## src/rtl/mem_defs.sv

```systemverilog
// mem_defs: shared op, state and lane-size encodings for the memory access controller
package mem_defs;

    localparam logic [2:0] OP_LW = 3'b000;
    localparam logic [2:0] OP_LH = 3'b001;
    localparam logic [2:0] OP_LB = 3'b010;
    localparam logic [2:0] OP_SW = 3'b100;
    localparam logic [2:0] OP_SH = 3'b101;
    localparam logic [2:0] OP_SB = 3'b110;

    // access size is the low two op bits
    localparam logic [1:0] SZ_W = 2'b00;
    localparam logic [1:0] SZ_H = 2'b01;
    localparam logic [1:0] SZ_B = 2'b10;

    typedef enum logic [2:0] {
        S_IDLE,
        S_READ,
        S_LOAD,
        S_MERGE,
        S_WRITE,
        S_DONE,
        S_ERR
    } state_e;

    // size 2'b11 covers both illegal opcodes (011, 111)
    function automatic logic req_err(input logic [2:0] op, input logic [1:0] a);
        return (op[1:0] == 2'b11) || (op[1:0] == SZ_W && a != 2'b00) || (op[1:0] == SZ_H && a[0]);
    endfunction

endpackage

```

## src/rtl/mem_access_ctrl_if.sv

```systemverilog
// mem_access_ctrl_if: request side and data-memory side of the access controller
interface mem_access_ctrl_if;
    logic        start;
    logic [2:0]  op;
    logic [31:0] addr;
    logic [31:0] wdata;
    logic [31:0] mem_rdata;
    logic [31:0] mem_addr;
    logic        mem_wr;
    logic [31:0] mem_wdata;
    logic [31:0] rdata;
    logic        busy;
    logic        done;
    logic        addr_err;

    modport master (
        output start, op, addr, wdata, mem_rdata,
        input  mem_addr, mem_wr, mem_wdata, rdata, busy, done, addr_err
    );

    modport slave (
        input  start, op, addr, wdata, mem_rdata,
        output mem_addr, mem_wr, mem_wdata, rdata, busy, done, addr_err
    );
endinterface

```

## src/rtl/lane_unit.sv

```systemverilog
// lane_unit: little-endian byte/half extract and insert on a 32-bit word
module lane_unit
    import mem_defs::*;
(
    input  logic [1:0]  size,
    input  logic [1:0]  lane,
    input  logic [31:0] word,
    input  logic [31:0] ins,
    output logic [31:0] ext,
    output logic [31:0] merged
);

    // zero-extended extract for loads, lane replacement for read-modify-write
    always_comb begin
        ext    = word;
        merged = ins;
        if (size == SZ_H) begin
            ext    = lane[1] ? {16'h0, word[31:16]} : {16'h0, word[15:0]};
            merged = lane[1] ? {ins[15:0], word[15:0]} : {word[31:16], ins[15:0]};
        end else if (size == SZ_B) begin
            ext    = {24'h0, word[{lane, 3'b000} +: 8]};
            merged = word;
            merged[{lane, 3'b000} +: 8] = ins[7:0];
        end
    end

endmodule

```

## src/rtl/mem_access_ctrl.sv

```systemverilog
// mem_access_ctrl: multicycle load/store sequencer with sub-word read-modify-write
module mem_access_ctrl
    import mem_defs::*;
#(
    parameter int MEM_LATENCY = 1
) (
    input logic clk,
    input logic reset,
    mem_access_ctrl_if.slave bus
);

    localparam logic [1:0] CNT_INIT = 2'(MEM_LATENCY - 1);

    state_e      state;
    logic [2:0]  op_q;
    logic [1:0]  lane_q;
    logic [31:0] wdata_q;
    logic [1:0]  cnt;
    logic [31:0] ext;
    logic [31:0] merged;

    lane_unit u_lane (
        .size   (op_q[1:0]),
        .lane   (lane_q),
        .word   (bus.mem_rdata),
        .ins    (wdata_q),
        .ext    (ext),
        .merged (merged)
    );

    // FSM with all outputs registered; pulses default low every cycle
    always_ff @(posedge clk or negedge reset) begin
        if (!reset) begin
            state         <= S_IDLE;
            op_q          <= OP_LW;
            lane_q        <= 2'b00;
            wdata_q       <= 32'h0;
            cnt           <= 2'b00;
            bus.mem_addr  <= 32'h0;
            bus.mem_wdata <= 32'h0;
            bus.rdata     <= 32'h0;
            bus.mem_wr    <= 1'b0;
            bus.busy      <= 1'b0;
            bus.done      <= 1'b0;
            bus.addr_err  <= 1'b0;
        end else begin
            bus.mem_wr   <= 1'b0;
            bus.done     <= 1'b0;
            bus.addr_err <= 1'b0;
            case (state)
                S_IDLE: if (bus.start) begin
                    op_q         <= bus.op;
                    lane_q       <= bus.addr[1:0];
                    wdata_q      <= bus.wdata;
                    bus.mem_addr <= {bus.addr[31:2], 2'b00};
                    cnt          <= CNT_INIT;
                    bus.busy     <= 1'b1;
                    if (req_err(bus.op, bus.addr[1:0])) begin
                        state        <= S_ERR;
                        bus.done     <= 1'b1;
                        bus.addr_err <= 1'b1;
                    end else if (bus.op == OP_SW) begin
                        state         <= S_WRITE;
                        bus.mem_wr    <= 1'b1;
                        bus.mem_wdata <= bus.wdata;
                    end else begin
                        state <= S_READ;
                    end
                end
                S_READ: begin
                    if (cnt == 2'd0) state <= op_q[2] ? S_MERGE : S_LOAD;
                    else cnt <= cnt - 2'd1;
                end
                S_LOAD: begin
                    bus.rdata <= ext;
                    bus.done  <= 1'b1;
                    state     <= S_DONE;
                end
                S_MERGE: begin
                    bus.mem_wdata <= merged;
                    bus.mem_wr    <= 1'b1;
                    state         <= S_WRITE;
                end
                S_WRITE: begin
                    bus.done <= 1'b1;
                    state    <= S_DONE;
                end
                default: begin
                    bus.busy <= 1'b0;
                    state    <= S_IDLE;
                end
            endcase
        end
    end

endmodule

```

## src/flat_wrapper.sv

```systemverilog
// flat-port wrapper written by rule: the top's interface ports become plain ports
module mem_access_ctrl_flat import mem_defs::*;
#(
    parameter int MEM_LATENCY = 1
)
  (clk, reset, bus_start, bus_op, bus_addr, bus_wdata, bus_mem_rdata, bus_mem_addr, bus_mem_wr, bus_mem_wdata, bus_rdata, bus_busy, bus_done, bus_addr_err);
  mem_access_ctrl_if bus_i ();
  input logic clk;
  input logic reset;
  input wire logic [$bits(bus_i.start)-1:0] bus_start;
  input wire logic [$bits(bus_i.op)-1:0] bus_op;
  input wire logic [$bits(bus_i.addr)-1:0] bus_addr;
  input wire logic [$bits(bus_i.wdata)-1:0] bus_wdata;
  input wire logic [$bits(bus_i.mem_rdata)-1:0] bus_mem_rdata;
  output wire logic [$bits(bus_i.mem_addr)-1:0] bus_mem_addr;
  output wire logic [$bits(bus_i.mem_wr)-1:0] bus_mem_wr;
  output wire logic [$bits(bus_i.mem_wdata)-1:0] bus_mem_wdata;
  output wire logic [$bits(bus_i.rdata)-1:0] bus_rdata;
  output wire logic [$bits(bus_i.busy)-1:0] bus_busy;
  output wire logic [$bits(bus_i.done)-1:0] bus_done;
  output wire logic [$bits(bus_i.addr_err)-1:0] bus_addr_err;
  assign bus_i.start = bus_start;
  assign bus_i.op = bus_op;
  assign bus_i.addr = bus_addr;
  assign bus_i.wdata = bus_wdata;
  assign bus_i.mem_rdata = bus_mem_rdata;
  assign bus_mem_addr = bus_i.mem_addr;
  assign bus_mem_wr = bus_i.mem_wr;
  assign bus_mem_wdata = bus_i.mem_wdata;
  assign bus_rdata = bus_i.rdata;
  assign bus_busy = bus_i.busy;
  assign bus_done = bus_i.done;
  assign bus_addr_err = bus_i.addr_err;
  mem_access_ctrl #(.MEM_LATENCY(MEM_LATENCY)) u_core (.clk(clk), .reset(reset), .bus(bus_i));
endmodule
```

## config.mk

```make
export PLATFORM = sky130hd
export DESIGN_NAME = mem_access_ctrl_flat
export DESIGN_NICKNAME = d
export VERILOG_FILES = /design/src/rtl/mem_defs.sv /design/src/rtl/mem_access_ctrl_if.sv /design/src/rtl/lane_unit.sv /design/src/rtl/mem_access_ctrl.sv /design/src/flat_wrapper.sv
export SDC_FILE = /design/constraint.sdc
export NUM_CORES = 1
export LEC_CHECK = 0
export ABC_AREA = 1
export CORE_UTILIZATION = 54
export CTS_CLUSTER_SIZE = 25
export DETAILED_ROUTE_END_ITERATION = 10
export GPL_TIMING_DRIVEN = 0
export HOLD_SLACK_MARGIN = 0.03
export PLACE_DENSITY = 0.88
export SYNTH_ARGS = -nofsm -noshare
export SYNTH_HDL_FRONTEND = slang
export SYNTH_SLANG_ARGS = --single-unit
```

## constraint.sdc

```tcl
create_clock -name clk -period 4.6 [get_ports clk]
set_clock_uncertainty 0.2 [all_clocks]
set_input_delay 1.38 -clock clk [delete_from_list [all_inputs] [get_ports clk]]
set_output_delay 1.38 -clock clk [all_outputs]
set_load 0.005 [all_outputs]
```

# After elaboration in Yosys (flattened, before gate mapping)
# Index checks and enable logic that the tools add are counted.
op_classes:
  eq_ne: 14
  n_bitwise: 1
  n_reduce_logical: 17
  mux: 30
  n_addsub: 2
  shifts: 3
ops:
  columns: ["operator", "n"]
  rows:
  - ["$mux 32", 8]
  - ["$pmux 32 s2", 1]
  - ["$bwmux 32", 1]
  - ["$shift 8x7->32 const A", 1]
  - ["$shiftx 32x6->8", 1]
  - ["$shiftx 8x7->32", 1]
  - ["$mux 16", 1]
  - ["$mux 3", 4]
  - ["$pmux 3 s4", 1]
  - ["$mux 1", 8]
  - ["$neg 5->7", 1]
  - ["$eq 3x2->1 const B", 2]
  - ["$eq 3x3->1 const B", 2]
  - ["$ne 2x2->1 const B", 3]
  - ["$pmux 1 s2", 3]
  - ["$reduce_and 2->1", 3]
  - ["$reduce_bool 2->1", 3]
  - ["$eq 2x1->1 const B", 2]
  - ["$eq 2x2->1 const B", 2]
  - ["$logic_not 2->1", 2]
  - ["$mux 2", 2]
  - ["$ne 2x1->1 const B", 2]
  - ["$pmux 2 s2", 1]
  - ["$reduce_and 4->1", 1]
  - ["9 further kinds", 11]
totals:
  in_bits: 102
  reg_bits: 140
  out_inout_bits: 100

# Depth between registers and ports, before layout
depth:
  depth_word: 7
  mapped_depth: 13

# By module
# A second synthesis with hierarchy kept.
unflattened:
  hier_cells: 1129
  hier_area_um2: 7952.6
by_module_without_submodules:
  columns: ["mod", "instances", "seq_area_each_um2", "cells_each", "area_each_um2"]
  rows:
  - ["mem_access_ctrl", 1, 3503.4, 652, 5826.8]
  - ["lane_unit", 1, 0.0, 477, 2125.8]

# Worst setup path after synthesis
# No wires, ideal clock.
synth_timing:
  path_type: "input port to flip-flop"
  from: "input bus_op[1]"
  to: "register u_core.bus.mem_wdata[0]"
  setup_slack_ns: 2.166
  required_time_ns: 4.284
  setup_time_ns: 0.116
  t_arrival_ns: 2.118
  stages: 9
  path_cell_list: "nor2_1 > nand2_1 > nor2_1 > nand2_4 > nand2_2 > inv_2 > buf_4 > nand2_1 > nand2_1"
synth_via:
  elab_chain_cells: 6
synth_lines:
  columns: ["item", "line_no", "source"]
  rows:
  - ["from (decl)", "flat_wrapper.sv:11", "input wire logic [$bits(bus_i.op)-1:0] bus_op;"]
  - ["$logic_not 2->1", "mem_defs.sv:28", "return (op[1:0] == 2'b11) || (op[1:0] == SZ_W && a != 2'b00) || (op[1:0] == SZ_H && a[0]);"]
  - ["$logic_and 1x1->1", "mem_defs.sv:28", null]
  - ["$logic_or 1x1->1 (2 in series)", "mem_defs.sv:28", null]
  - ["$ne 2x2->1 (no source line)", null, null]
  - ["$reduce_and 4->1 (no source line) (*)", null, null]
  - ["to (signal assigned)", "mem_access_ctrl.sv:65", "bus.mem_wdata <= bus.wdata;"]
  - ["to (signal assigned)", "mem_access_ctrl.sv:80", "bus.mem_wdata <= merged;"]
  - ["to (decl)", "mem_access_ctrl_if.sv:23", "output mem_addr, mem_wr, mem_wdata, rdata, busy, done, addr_err"]
# Mark *: on every way between the ends. The rest lies on a longest branch, timed or not.
# A chain may end at the register's enable or synchronous reset.

# Final worst setup path
layout_timing:
  from: "register u_core.bus.rdata[8]"
  to: "output bus_rdata[8]"
layout_lines:
  columns: ["item", "line_no", "source"]
  rows:
  - ["from (decl)", "mem_access_ctrl_if.sv:23", null]
  - ["from (signal assigned)", "mem_access_ctrl.sv:75", "bus.rdata <= ext;"]
  - ["to (decl)", "flat_wrapper.sv:18", "output wire logic [$bits(bus_i.rdata)-1:0] bus_rdata;"]
# No word-level cell between the ends.

==> impl_results.md <==
* Status: completed
* Least-Margin Pin Slew at 731 ps
* Internal Power at 4.27 mW
* Final core utilization at 0.760
* GR Overflow Total at 0
* CTS tree: built
* Slew Viols, Final at 0
* Worst path slowest cell: clkdlybuf4s50_1
* Post-synth ARST share at 1.00
* Switching Fraction at 0.410
* Initial DRC count at 919
* Finished Cell Area at 0.0107 sq mm
* R2R cell count at 10
* Count of different cell masters after synthesis at 32
* Core ar. at 0.0140 sq mm
* Peak Freq at 0.344 GHz
* Combinational power share at 0.502
* Final worst slack at 1700 ps
* Seq cells post-synth at 140
* CP Class: flip-flop to output pin
* P_leak at 5.18 nW
* First-pass GRT wire length at 41200 microns
* Largest net degree at the start of global routing at 91
* Area grow syn2layout at 36.2%
* Worst Hold Class: flip-flop to flip-flop
* EDFF count, synth at 0
* Crit-path cells: clkdlybuf4s50_1
* Starting Density at 0.558
* Drt pass-1 iters at 9
* Initial antenna violation count at 0
* Final hold violations at 0
* Die ar. at 0.0150 sq mm
* CTS max path bufs at 2
* RR Endpoint: u_core.bus.mem_wdata[25]
* WP data required at 3020 ps
* Die X at 122 microns
* Buffers on Ports at 199
* Final setup vio count at 0
* Vias at 8424
* P_sw at 2.97 mW
* Total wire length after detailed routing at 26500 microns
* GRT Util Overall at 0.364
* Hold_buf cts at 0
* FP Rows at 43
* Vias in the first global route at 8076
* Top FF cell, synth: dfrtp_1
* Post-Syn Instances at 1107
* RSZ-0062 raised after global routing: false
* Clock Latency Late Sink at 430 ps
* Power Density at 678 mW/mm^2
* GPL Wtd Cong at 1.03
* Post-DP HPWL at 19700 microns
* Pre-CTS WS at 1410 ps
* DR DRC count at 0
* Antenna viol nets, final at 0
* Largest incremental delay on the critical path at 520 ps
* Start point of the critical path: u_core.bus.rdata[8]
* Reg-to-reg slack, setup at 1790 ps
* WP buf/inv at 1
* Setup TNS at 0 ps
* Post-CTS Repair Setup Buffers at 0
* Synth Warn # at 0
* Wire length per cell at 17.5 microns
* Reg2reg start: u_core.lane_q[1]
* Root Driver: clkbuf_16
* Hold path startpoint: u_core.bus.mem_addr[30]
* Total Nets Final at 1435
* Ports at 202
* Htree depth at 4
* Number of gates resized after cts at 0
* Clk slew on worst S/H paths at 60 ps
* Clock Sinks at 140
* CP endpoint: bus_rdata[8]
* Max_cap viols at 0
* Tmin final at 2900 ps
* CP arrival at 1320 ps
* Slew margin rel. at 0.512
* Seq pwr share at 0.307
* Fill cell count at 1091
* Crit path max fanout at 2
* Placement Cell Area at 0.0101 sq mm
* Via density at 5.55
* Diodes inserted at 0
* Crit path launch type: flip-flop
* Share of layout cells above drive strength 1 at 0.0822
* Die height at 122 microns
* Critical Path Stages at 1
* Period Utilization, post-route at 0.631
* Num CTS Buffers at 17
* CP Capture Type: output pin
* Post-Syn Area at 0.00783 sq mm
* Worst VDD drop at 0.390 mV
* Syn Area/Cell at 7.08 sq um
* Seq/Total Area, Yosys at 0.447
* CP top delay family: buffers and inverters
* Clock share of power at 0.191
## area by class of cell
class / instances / area (sq um) / share of cell area
clock inverter: 10 / 115 / 0.0108
clock buffer: 21 / 470 / 0.0441
timing repair buffer: 200 / 2020 / 0.189
sequential: 140 / 3500 / 0.328
tap: 180 / 225 / 0.0211
buffer: 61 / 348 / 0.0326
multi-input combinational: 809 / 3620 / 0.339
inverter: 98 / 368 / 0.0345
## layout by cell type, fill, tap and decap left out, types with 4 or more instances in the layout
cell type / instances
nand3_1: 25
nand2_2: 4
buf_4: 10
or2_2: 8
inv_1: 90
clkdlybuf4s50_1: 198
dfrtp_1: 140
nor2_1: 43
buf_6: 6
a21oi_1: 78
a21boi_1: 7
nand2_1: 436
o21ai_1: 31
clkbuf_1: 12
o21ai_0: 148
inv_2: 6
ha_1: 6
clkbuf_16: 17
buf_2: 35
## how the worst min path moves through the flow
stage | to | slack, ps | cells past startpoint
2_1_floorplan | u_core.op_q[2] | 240 | 2
3_3_place_gp | u_core.bus.mem_addr[30] | 250 | 2
3_5_place_dp | u_core.bus.mem_addr[24] | 260 | 2
4_1_cts | u_core.bus.mem_addr[24] | 270 | 2
5_1_grt | u_core.bus.mem_addr[9] | 290 | 2
6_report | u_core.bus.mem_addr[30] | 270 | 2
## state kept, by name (all words and copies together) (netlist names)
name / cells
u_core.bus.mem_wr: 1
u_core.bus.mem_addr: 30
u_core.bus.done: 1
u_core.cnt: 2
u_core.lane_q: 2
u_core.op_q: 3
u_core.wdata_q: 32
u_core.state: 3
u_core.bus.addr_err: 1
u_core.bus.busy: 1
u_core.bus.mem_wdata: 32
u_core.bus.rdata: 32
## cell usage after synthesis (3+ instances only)
master / count / area share
o21ai_1: 31 / 0.020
buf_6: 5 / 0.0072
a21boi_1: 7 / 0.0067
nor2_1: 43 / 0.021
nand3_1: 25 / 0.016
o211ai_1: 3 / 0.0029
a21oi_1: 78 / 0.050
nand2_2: 4 / 0.0032
nor2_4: 3 / 0.0043
buf_2: 35 / 0.022
nand2_1: 436 / 0.21
ha_1: 6 / 0.0096
inv_2: 6 / 0.0029
o21ai_0: 148 / 0.095
inv_1: 90 / 0.043
clkbuf_1: 11 / 0.0053
dfrtp_1: 140 / 0.45
buf_4: 10 / 0.0096
or2_2: 8 / 0.0064
o221ai_1: 3 / 0.0034
## power by group through the flow
stage	clock [mW]	combinational (mW)	sequential, mW
2_1_floorplan	0	1.98	2.18
3_3_place_gp	0	3.48	2.20
6_report	1.38	3.63	2.22
4_1_cts	1.38	3.59	2.21
3_5_place_dp	0	3.56	2.22
5_1_grt	1.43	4.02	2.28
## stage by stage
step / power [mW] / instances / hold slack, ps
after floorplan: 4.16 / 1108 / 242
after global placement: 5.68 / 1487 / 253
after detailed placement: 5.78 / 1488 / 258
after CTS: 7.18 / 1519 / 273
after global routing: 7.74 / 1519 / 289
final: 7.24 / 1519 / 270
## cell families after synthesis
group | Yosys count | share of synthesized area
adders and majority gates | 6 | 0.00958
and+or+nand+nor | 526 | 0.269
AOI/OAI and AO/OA | 275 | 0.182
other | 1 | 0.000479
buffers and inverters | 159 | 0.0914
DFF | 140 | 0.447
## per-layer routing
metal  vias to the layer above  wire length, microns  global-route usage
met5                         -                     0                   0
met4                         0                  1470               0.204
met3                       116                  2650              0.0999
met2                       510                 12200               0.579
met1                      3842                 10200               0.446
li1                       3956                     -                   -
Power figures use the tool's default switching activity.
